--- src/rtl/injector_scan_sequencer.sv ---
// injector_scan_sequencer
// Walks comparator_injector across an inclusive halfstrip range. For each
// halfstrip it clears the compout error counter, points the injector at the
// halfstrip, fires one pulse train, waits for the pulser to drop and recover,
// lets the comparators settle, then offers (halfstrip, errcnt) on a
// valid/ready result port. The range wraps 31->0 when hs_first > hs_last.
//
// Build option SCAN_TIMEOUT_EN: when defined, a watchdog bounds the time spent
// waiting on pulser_ready. A halfstrip that does not finish within
// TIMEOUT_CYCLES is reported with errcnt 16'hFFFF and result_timeout set, and
// the scan moves on. When undefined the waits are unbounded and
// result_timeout stays 0.
//
// All outputs are registered. Each output's next value is decoded from the
// next state, so the output and the state it belongs to change on the same edge.

module injector_scan_sequencer #(
  parameter int unsigned TIMEOUT_CYCLES = 32'd4096
) (
  input  logic        clock,
  input  logic        reset,
  input  logic        start,
  input  logic        abort,
  input  logic [4:0]  hs_first,
  input  logic [4:0]  hs_last,
  input  logic [7:0]  settle_cycles,
  output logic        busy,
  output logic        done,
  output logic [4:0]  active_halfstrip,
  output logic        compout_errcnt_rst,
  output logic        fire_pulse,
  input  logic        pulser_ready,
  input  logic [15:0] compout_errcnt,
  output logic        result_valid,
  input  logic        result_ready,
  output logic [4:0]  result_halfstrip,
  output logic [15:0] result_errcnt,
  output logic        result_timeout
);

  typedef enum logic [2:0] {
    S_IDLE      = 3'd0,
    S_CLEAR     = 3'd1,
    S_FIRE      = 3'd2,
    S_WAIT_LOW  = 3'd3,
    S_WAIT_HIGH = 3'd4,
    S_SETTLE    = 3'd5,
    S_REPORT    = 3'd6
  } state_t;

  state_t      state_r;
  state_t      state_s;
  logic [4:0]  hs_r;
  logic [4:0]  hs_s;
  logic [7:0]  settle_r;
  logic [7:0]  settle_s;
  logic        capture_s;          // normal capture of compout_errcnt
  logic        timeout_capture_s;  // watchdog expiry capture
  logic        done_s;
  logic        tmo_hit_s;

`ifdef SCAN_TIMEOUT_EN
  // Last counter value before expiry: the watchdog fires on its
  // TIMEOUT_CYCLES-th cycle of waiting.
  localparam logic [15:0] TMO_LAST = 16'(TIMEOUT_CYCLES - 32'd1);

  logic [15:0] tmo_cnt_r;
  logic        in_wait_s;

  assign in_wait_s = (state_r == S_WAIT_LOW) || (state_r == S_WAIT_HIGH);
  assign tmo_hit_s = in_wait_s && (tmo_cnt_r == TMO_LAST);

  // Watchdog: counts cycles spent waiting on the pulser for the current halfstrip
  always_ff @(posedge clock) begin
    if (!reset) begin
      tmo_cnt_r <= 16'd0;
    end else if (state_r == S_CLEAR) begin
      tmo_cnt_r <= 16'd0;
    end else if (in_wait_s) begin
      tmo_cnt_r <= tmo_cnt_r + 16'd1;
    end else begin
      tmo_cnt_r <= tmo_cnt_r;
    end
  end
`else
  // No watchdog: the pulser waits are unbounded. TIMEOUT_CYCLES has no
  // effect in this build; it is folded in here only so it stays referenced.
  assign tmo_hit_s = 1'b0 & (TIMEOUT_CYCLES == 32'd0);
`endif

  // Next-state, halfstrip and settle-counter decode; abort overrides everything
  always_comb begin
    state_s           = state_r;
    hs_s              = hs_r;
    settle_s          = settle_r;
    capture_s         = 1'b0;
    timeout_capture_s = 1'b0;
    done_s            = 1'b0;

    case (state_r)
      S_IDLE: begin
        if (start) begin
          hs_s    = hs_first;
          state_s = S_CLEAR;
        end else begin
          state_s = S_IDLE;
        end
      end

      S_CLEAR: begin
        state_s = S_FIRE;
      end

      S_FIRE: begin
        state_s = S_WAIT_LOW;
      end

      S_WAIT_LOW: begin
        if (tmo_hit_s) begin
          timeout_capture_s = 1'b1;
          state_s           = S_REPORT;
        end else if (!pulser_ready) begin
          state_s = S_WAIT_HIGH;
        end else begin
          state_s = S_WAIT_LOW;
        end
      end

      S_WAIT_HIGH: begin
        if (tmo_hit_s) begin
          timeout_capture_s = 1'b1;
          state_s           = S_REPORT;
        end else if (pulser_ready) begin
          settle_s = settle_cycles;
          state_s  = S_SETTLE;
        end else begin
          state_s = S_WAIT_HIGH;
        end
      end

      S_SETTLE: begin
        // Counter reaching zero ends the settle window; settle_cycles==0
        // therefore captures on the first SETTLE cycle.
        if (settle_r == 8'd0) begin
          capture_s = 1'b1;
          state_s   = S_REPORT;
        end else begin
          settle_s = settle_r - 8'd1;
          state_s  = S_SETTLE;
        end
      end

      S_REPORT: begin
        if (result_ready) begin
          if (hs_r == hs_last) begin
            done_s  = 1'b1;
            state_s = S_IDLE;
          end else begin
            hs_s    = hs_r + 5'd1;
            state_s = S_CLEAR;
          end
        end else begin
          state_s = S_REPORT;
        end
      end

      default: begin
        state_s = S_IDLE;
      end
    endcase

    if (abort && (state_r != S_IDLE)) begin
      state_s           = S_IDLE;
      hs_s              = hs_r;
      settle_s          = settle_r;
      capture_s         = 1'b0;
      timeout_capture_s = 1'b0;
      done_s            = 1'b0;
    end else begin
      state_s = state_s;
    end
  end

  // State, halfstrip, settle counter and all registered outputs
  always_ff @(posedge clock) begin
    if (!reset) begin
      state_r            <= S_IDLE;
      hs_r               <= 5'd0;
      settle_r           <= 8'd0;
      busy               <= 1'b0;
      done               <= 1'b0;
      active_halfstrip   <= 5'd0;
      compout_errcnt_rst <= 1'b0;
      fire_pulse         <= 1'b0;
      result_valid       <= 1'b0;
      result_halfstrip   <= 5'd0;
      result_errcnt      <= 16'd0;
      result_timeout     <= 1'b0;
    end else begin
      state_r            <= state_s;
      hs_r               <= hs_s;
      settle_r           <= settle_s;
      busy               <= (state_s != S_IDLE);
      done               <= done_s;
      compout_errcnt_rst <= (state_s == S_CLEAR);
      fire_pulse         <= (state_s == S_FIRE);
      result_valid       <= (state_s == S_REPORT);

      // The injector keeps the last halfstrip until a new one is cleared.
      if (state_s == S_CLEAR) begin
        active_halfstrip <= hs_s;
      end else begin
        active_halfstrip <= active_halfstrip;
      end

      // Result fields only change on capture, so they stay stable in REPORT.
      if (capture_s) begin
        result_halfstrip <= hs_r;
        result_errcnt    <= compout_errcnt;
        result_timeout   <= 1'b0;
      end else if (timeout_capture_s) begin
        result_halfstrip <= hs_r;
        result_errcnt    <= 16'hFFFF;
        result_timeout   <= 1'b1;
      end else begin
        result_halfstrip <= result_halfstrip;
        result_errcnt    <= result_errcnt;
        result_timeout   <= result_timeout;
      end
    end
  end

endmodule

--- config.mk ---
export PLATFORM = sky130hd
export DESIGN_NAME = injector_scan_sequencer
export DESIGN_NICKNAME = d
export VERILOG_FILES = /design/src/rtl/injector_scan_sequencer.sv
export SDC_FILE = /design/constraint.sdc
export NUM_CORES = 1
export LEC_CHECK = 0
export ABC_AREA = 1
export CAP_MARGIN = 15
export CORE_MARGIN = 8
export CORE_UTILIZATION = 47
export DETAILED_ROUTE_END_ITERATION = 10
export PLACE_DENSITY = 0.81
export REMOVE_ABC_BUFFERS = 1
export SLEW_MARGIN = 10
export SYNTH_ARGS = -nofsm -noshare
export SYNTH_HDL_FRONTEND = slang
export SYNTH_SLANG_ARGS = --single-unit
--- constraint.sdc ---
create_clock -name clock -period 1.8 [get_ports clock]
set_input_delay 0.18 -clock clock [delete_from_list [all_inputs] [get_ports clock]]
set_output_delay 0.18 -clock clock [all_outputs]
set_load 0.03 [all_outputs]
==> impl_metrics.tcl, run 1 <==
set metrics [dict create \
    slew_violations 0 \
    clock_tree.buffer_depth 2 \
    setup_violations 0 \
    end_kind "flop" \
    ctsHoldBuffers 0 \
    fillCellCount 421 \
    cts.htree.levels 2 \
    gp_congestion 1.01 \
    max-vdd-ir-drop_mv 0.558 \
    synth_async_sr_flop_share_pct 0 \
    ys_types 35 \
    drt_first_pass_iters 4 \
    ys_seq_area_share_pct 40.2 \
    final_util_pct 70.0 \
    grtUsageTotal_pct 16.3 \
    drtIter0Drc 123 \
    gr-total-overflow 0 \
    path_clk_slew_ns 0.08 \
    fin_skew_ns 0.00450 \
    coreArea_mm2 0.00475 \
    p_per_area_mw_per_mm2 755 \
    worstReg2RegStart "state_r[2]$_SDFF_PN0_" \
    clock_latency_ns 0.30 \
    yosys-top-cells-area "dfxtp_1 (40%), inv_1 (8.3%), nand2_1 (8.3%)" \
    fp.dieH_um 86.6 \
    totalWireLength_mm 6.10 \
    final_nets 466 \
    initial_core_util_pct 49.2 \
    slew_headroom_pct 64.8 \
    tritoncts "done" \
    cts_buffers 5 \
    r2r-end "active_halfstrip[4]$_SDFFE_PN0N_" \
    hold_violations 0 \
    numPortBuffers 70 \
    hp-class "reg -> reg" \
    syn_to_final_growth_pct 42.2 \
    worstRegToRegCells 12 \
    yosysWarningCount 0 \
    grt_pass1_wl_mm 9.98 \
    multi_input_area_mm2 0.00114 \
    maxClockFrequency_mhz 609 \
    reg2reg_slack_ns 0.16 \
    post-route-period-util_pct 91.3 \
    leakage_uw 0.00140 \
    path_class "reg -> reg" \
    arrival_ns 1.84 \
    start_kind "flop" \
    ios 72 \
    synth_edf_count 0 \
    critPathMaxFanout 12 \
    syn_area_per_cell_um2 6.87 \
    worst_pin_slew_ns 0.527 \
    n_antenna_cell 0 \
    dieWidth_um 86.6 \
    vias 2409 \
    worst-endpoint-required_ns 2.00 \
    total_power_uw 2510 \
    status "completed" \
    grt_max_degree 43 \
    period_minus_slack_ns 1.64 \
    seq_area_um2 943 \
    grt_pass1_vias 2253 \
    cap_violations 0 \
    wire_per_inst_um 12.5 \
    setup.worst_path.start "state_r[2]$_SDFF_PN0_" \
    rows 25 \
    worstHoldStart "result_errcnt[9]$_SDFFE_PN0P_" \
    cts_root_buffer "clkbuf_8" \
    cp-endpoint "active_halfstrip[4]$_SDFFE_PN0N_" \
    synth.largest_area_cell "dfxtp_1" \
    antenna_left 0 \
    netlist_area_mm2 0.00234 \
    yosys_register_bits 47 \
    syn_inst 341 \
    yosys_most_used_dff "dfxtp_1" \
    antenna_found_initial 0 \
    whs_ns 0.442 \
    drive_gt1_share_pct 10.4 \
    yosysTopAreaCellShare_pct 40.2 \
    die_area_mm2 0.00750 \
    vias_per_cell 4.92 \
    post-route-drc-count 0 \
    place.detailed.hpwl_mm 4.64 \
    clock_sinks 47 \
    tns_ns 0 \
]
[worst min-delay path by stage]
stage | depth (start not counted) | slack, ns | to
floorplan | 2 | 0.31 | active_halfstrip[4]$_SDFFE_PN0N_
global placement | 2 | 0.43 | result_halfstrip[4]$_SDFFE_PN0P_
detailed placement | 2 | 0.43 | result_errcnt[10]$_SDFFE_PN0P_
CTS | 2 | 0.45 | result_errcnt[10]$_SDFFE_PN0P_
global route | 2 | 0.46 | result_errcnt[12]$_SDFFE_PN0P_
finish | 2 | 0.44 | result_errcnt[9]$_SDFFE_PN0P_
[layout make-up]
type	instances	share of cell area (%)
well taps	67	2.52
flip-flops and latches	47	28.3
repair buffers	88	25.5
clock buffers	6	2.18
multi-input cells	226	34.2
clock inverters	1	0.902
inverters	55	6.35
[cells in the final DEF, fill, tap and decap left out, types with 4 or more instances in the layout]
cell             instances
a21oi_1                 36
buf_4                   17
clkbuf_8                 5
clkdlybuf4s50_1         70
dfxtp_1                 45
inv_1                   52
nand2_1                 51
nand2_2                  4
nand3_1                 24
nor2_1                  36
o21ai_0                 38
[kinds of logic after synthesis]
group | after synthesis | share of synthesized area [%]
fa+ha+maj | 3 | 1.60
xor+xnor | 3 | 1.12
simple gates | 134 | 25.9
flops | 47 | 40.2
buf+inv | 68 | 11.8
other cells | 1 | 0.160
compound gates | 85 | 19.2
[metal layers]
metal  up-vias  routed length, um  track usage, %
li1       1260                  -               -
met2        75               2780            26.5
met1      1060               2770            19.5
met3        14                370            3.97
met4         0                174            7.82
met5         -                  0               0
[Yosys cell counts (2+ instances only)]
cell type / count
inv_1: 52
clkbuf_1: 7
nor3_1: 3
buf_2: 4
nand2_4: 3
nand4_1: 3
inv_2: 2
xnor2_1: 2
a21oi_1: 36
nand3_1: 25
nor2_2: 2
nand3b_1: 2
o21bai_1: 3
nand2_1: 52
ha_1: 3
nor2_1: 37
o21ai_1: 2
dfxtp_1: 47
nand2_2: 3
o21ai_0: 38
[critical path: stages, from the launching register on]
cell and delay [ns]:
dfxtp_1 0.35, inv_2 0.07, nor2_4 0.11, nand2_2 0.09
buf_4 0.18, nor2_1 0.12, nor2_1 0.08, nand2_4 0.10
nand2_4 0.06, nor2_4 0.17, inv_2 0.06, nor2_1 0.11
nor2_1 0.05
[power by group]
group          internal (uW)  total, uW  switching [uW]
registers               1100       1140            40.7
logic                    285        632             347
clock network            407        740             333
total                   1790       2510             721
[stage by stage]
step / cells / worst slack (ns) / area, um^2
3_5_place_dp: 482 / -0.0112 / 3200
4_1_cts: 489 / 0.111 / 3300
3_3_place_gp: 482 / 0.0160 / 3200
6_report: 490 / 0.157 / 3330
2_1_floorplan: 328 / -0.255 / 2280
5_1_grt: 490 / -0.0297 / 3330
[state kept, by name, summed over array words and instances (netlist names)]
| name | count |
|---|---|
| result_halfstrip | 5 |
| result_errcnt | 16 |
| result_valid | 1 |
| done | 1 |
| active_halfstrip | 5 |
| hs_r | 5 |
| compout_errcnt_rst | 1 |
| busy | 1 |
| settle_r | 8 |
| state_r | 3 |
| fire_pulse | 1 |
[what timing repair did]
| item | CTS | global route |
|---|---|---|
| endpoints found under the hold margin | 0 | 0 |
| setup endpoints to repair | 0 | 11 |
| gates resized for setup | 0 | 6 |
| buffers inserted | 0 | 1 |
No activity file was read; power rests on OpenSTA's default activity.
==> inputs of run 2 (changes only) <==
--- a/config.mk
+++ b/config.mk
@@ -7,10 +7,12 @@
 export LEC_CHECK = 0
 export ABC_AREA = 1
 export CAP_MARGIN = 15
+export CELL_PAD_IN_SITES_DETAIL_PLACEMENT = 0
+export CELL_PAD_IN_SITES_GLOBAL_PLACEMENT = 1
 export CORE_MARGIN = 8
-export CORE_UTILIZATION = 47
+export CORE_UTILIZATION = 32
 export DETAILED_ROUTE_END_ITERATION = 10
-export PLACE_DENSITY = 0.81
+export PLACE_DENSITY = 0.8
 export REMOVE_ABC_BUFFERS = 1
 export SLEW_MARGIN = 10
 export SYNTH_ARGS = -nofsm -noshare
==> run 2 against run 1 <==
Compared with the run above: register-to-register slack lost 0.03 ns; clock power about the same; die area is 38% higher; flip-flop and latch count is the same; critical path type unchanged; largest power group unchanged; wire length up 1.3%; core utilization decreased by 23 points; clock skew shrank 0.00073 ns; non-clock buffer count did not move; global-route usage is 4.3 points lower.
==> impl_metrics.tcl, run 2 (synthesized netlist as in run 1, its figures left out) <==
set metrics [dict create \
    p_per_area_mw_per_mm2 745 \
    period_minus_slack_ns 1.67 \
    leakage_uw 0.00140 \
    ctsHoldBuffers 0 \
    slew_headroom_pct 64.8 \
    vias_per_cell 4.47 \
    place.detailed.hpwl_mm 4.77 \
    vias 2333 \
    dieWidth_um 102 \
    worst-endpoint-required_ns 2.02 \
    cap_violations 0 \
    gr-total-overflow 0 \
    top_regs "result_errcnt: 16 flops, settle_r: 8 flops" \
    final_common_cell "clkdlybuf4s50_1" \
    cts_root_buffer "clkbuf_8" \
    grt_pass1_wl_mm 9.96 \
    wire_per_inst_um 11.8 \
    critPathMaxFanout 7 \
    arrival_ns 1.89 \
    place_ws_ns -0.0456 \
    cts.htree.levels 2 \
    tritoncts "done" \
    clock_tree.buffer_depth 2 \
    antenna_found_initial 0 \
    drive_gt1_share_pct 9.93 \
    fp.dieH_um 102 \
    start_kind "flop" \
    antenna_left 0 \
    numPortBuffers 70 \
    cts_buffers 5 \
    totalWireLength_mm 6.18 \
    path_clk_slew_ns 0.08 \
    ios 72 \
    grtUsageTotal_pct 12.0 \
    fillCellCount 735 \
    worst_pin_slew_ns 0.528 \
    die_area_mm2 0.0103 \
    final_nets 466 \
    whs_ns 0.445 \
    regMostFlops "result_errcnt" \
    setup_slack_ns 0.129 \
    grt_max_degree 43 \
    drt_first_pass_iters 6 \
    setup_violations 0 \
    final_cell_area_mm2 0.00337 \
    path_class "reg -> reg" \
    rows 31 \
    hold_violations 0 \
    post-route-drc-count 0 \
    max-vdd-ir-drop_mv 0.412 \
    end_kind "flop" \
    hp-class "reg -> reg" \
    status "completed" \
    slew_violations 0 \
    n_antenna_cell 0 \
    initial_core_util_pct 32.6 \
    coreArea_mm2 0.00718 \
    gp_congestion 0.882 \
    drtIter0Drc 110 \
    clock_latency_ns 0.29 \
    dpl_cell_area_mm2 0.00324 \
    maxClockFrequency_mhz 599 \
    grt_pass1_vias 2177 \
    clock_sinks 47 \
    layout_common_cells "clkdlybuf4s50_1 (70), inv_1 (52), nand2_1 (52), dfxtp_1 (45), o21ai_0 (38)" \
    fin_skew_ns 0.00377 \
    largest_reg_flops 16 \
    syn_to_final_growth_pct 43.8 \
    post-route-period-util_pct 92.8 \
]
run 2: cell counts in the layout (fill, tap and decap cells not counted):
No cell type changed its count.
run 2: worst max-delay path, stage by stage, from the launching register on:
cell     delay (ns)
dfxtp_1        0.40
inv_1          0.09
nand2_1        0.09
o21ai_4        0.24
o211a_1        0.18
nand2_1        0.14
buf_4          0.19
nor2_1         0.07
o21ai_0        0.08
a21oi_1        0.13
run 2: final timing paths:
check | slack, ns | to | from | cells past startpoint
hold / removal | 0.45 | result_halfstrip[4]$_SDFFE_PN0P_ | result_halfstrip[4]$_SDFFE_PN0P_ | 2
hold reg to reg | 0.45 | result_halfstrip[4]$_SDFFE_PN0P_ | result_halfstrip[4]$_SDFFE_PN0P_ | 2
setup reg to reg | 0.13 | settle_r[7]$_SDFFE_PN0P_ | state_r[0]$_SDFF_PN0_ | 9
setup / recovery | 0.13 | settle_r[7]$_SDFFE_PN0P_ | state_r[0]$_SDFF_PN0_ | 9
run 2: repair_timing:
| action | in CTS | in global routing |
|---|---|---|
| hold endpoints to repair | 0 | 0 |
| resized for setup | 0 | 4 |
| buffers inserted | 0 | 1 |
| setup endpoints to repair | 0 | 6 |
run 2: metal layers:
layer | wire, um | part of all wire (%) | track usage, % | vias to the layer above
met5 | 0 | 0 | 0 | -
met4 | 87 | 1.4 | 4.93 | 0
met3 | 391 | 6.3 | 3.02 | 8
met2 | 2700 | 44 | 18.7 | 71
met1 | 3000 | 49 | 15.4 | 1002
li1 | - | - | - | 1252
run 2: report_power, final:
group          switching, uW  internal, uW  total [uW]
logic                    344           278         622
registers               45.4          1100        1140
clock network            335           407         742
total                    724          1780        2510
run 2: layout make-up:
type,instances,area [um^2],area share [%]
clock buffer,6,72.6,2.16
multi-input combinational,226,1140,33.8
inverter,55,211,6.28
clock inverter,1,30.0,0.892
sequential,47,943,28.0
timing repair buffer,88,848,25.2
tap,99,124,3.68
run 2: per-stage QoR:
stage               utilization (%)  setup TNS, ns  power, uW  cells
finish                         46.9              0       2510    522
floorplan                         -          -5.35       1510    328
detailed placement             45.2         -0.116       1780    514
CTS                            46.6              0       2540    521
global placement               45.2        -0.0323       1780    514
global route                   46.9        -0.0128       2650    522
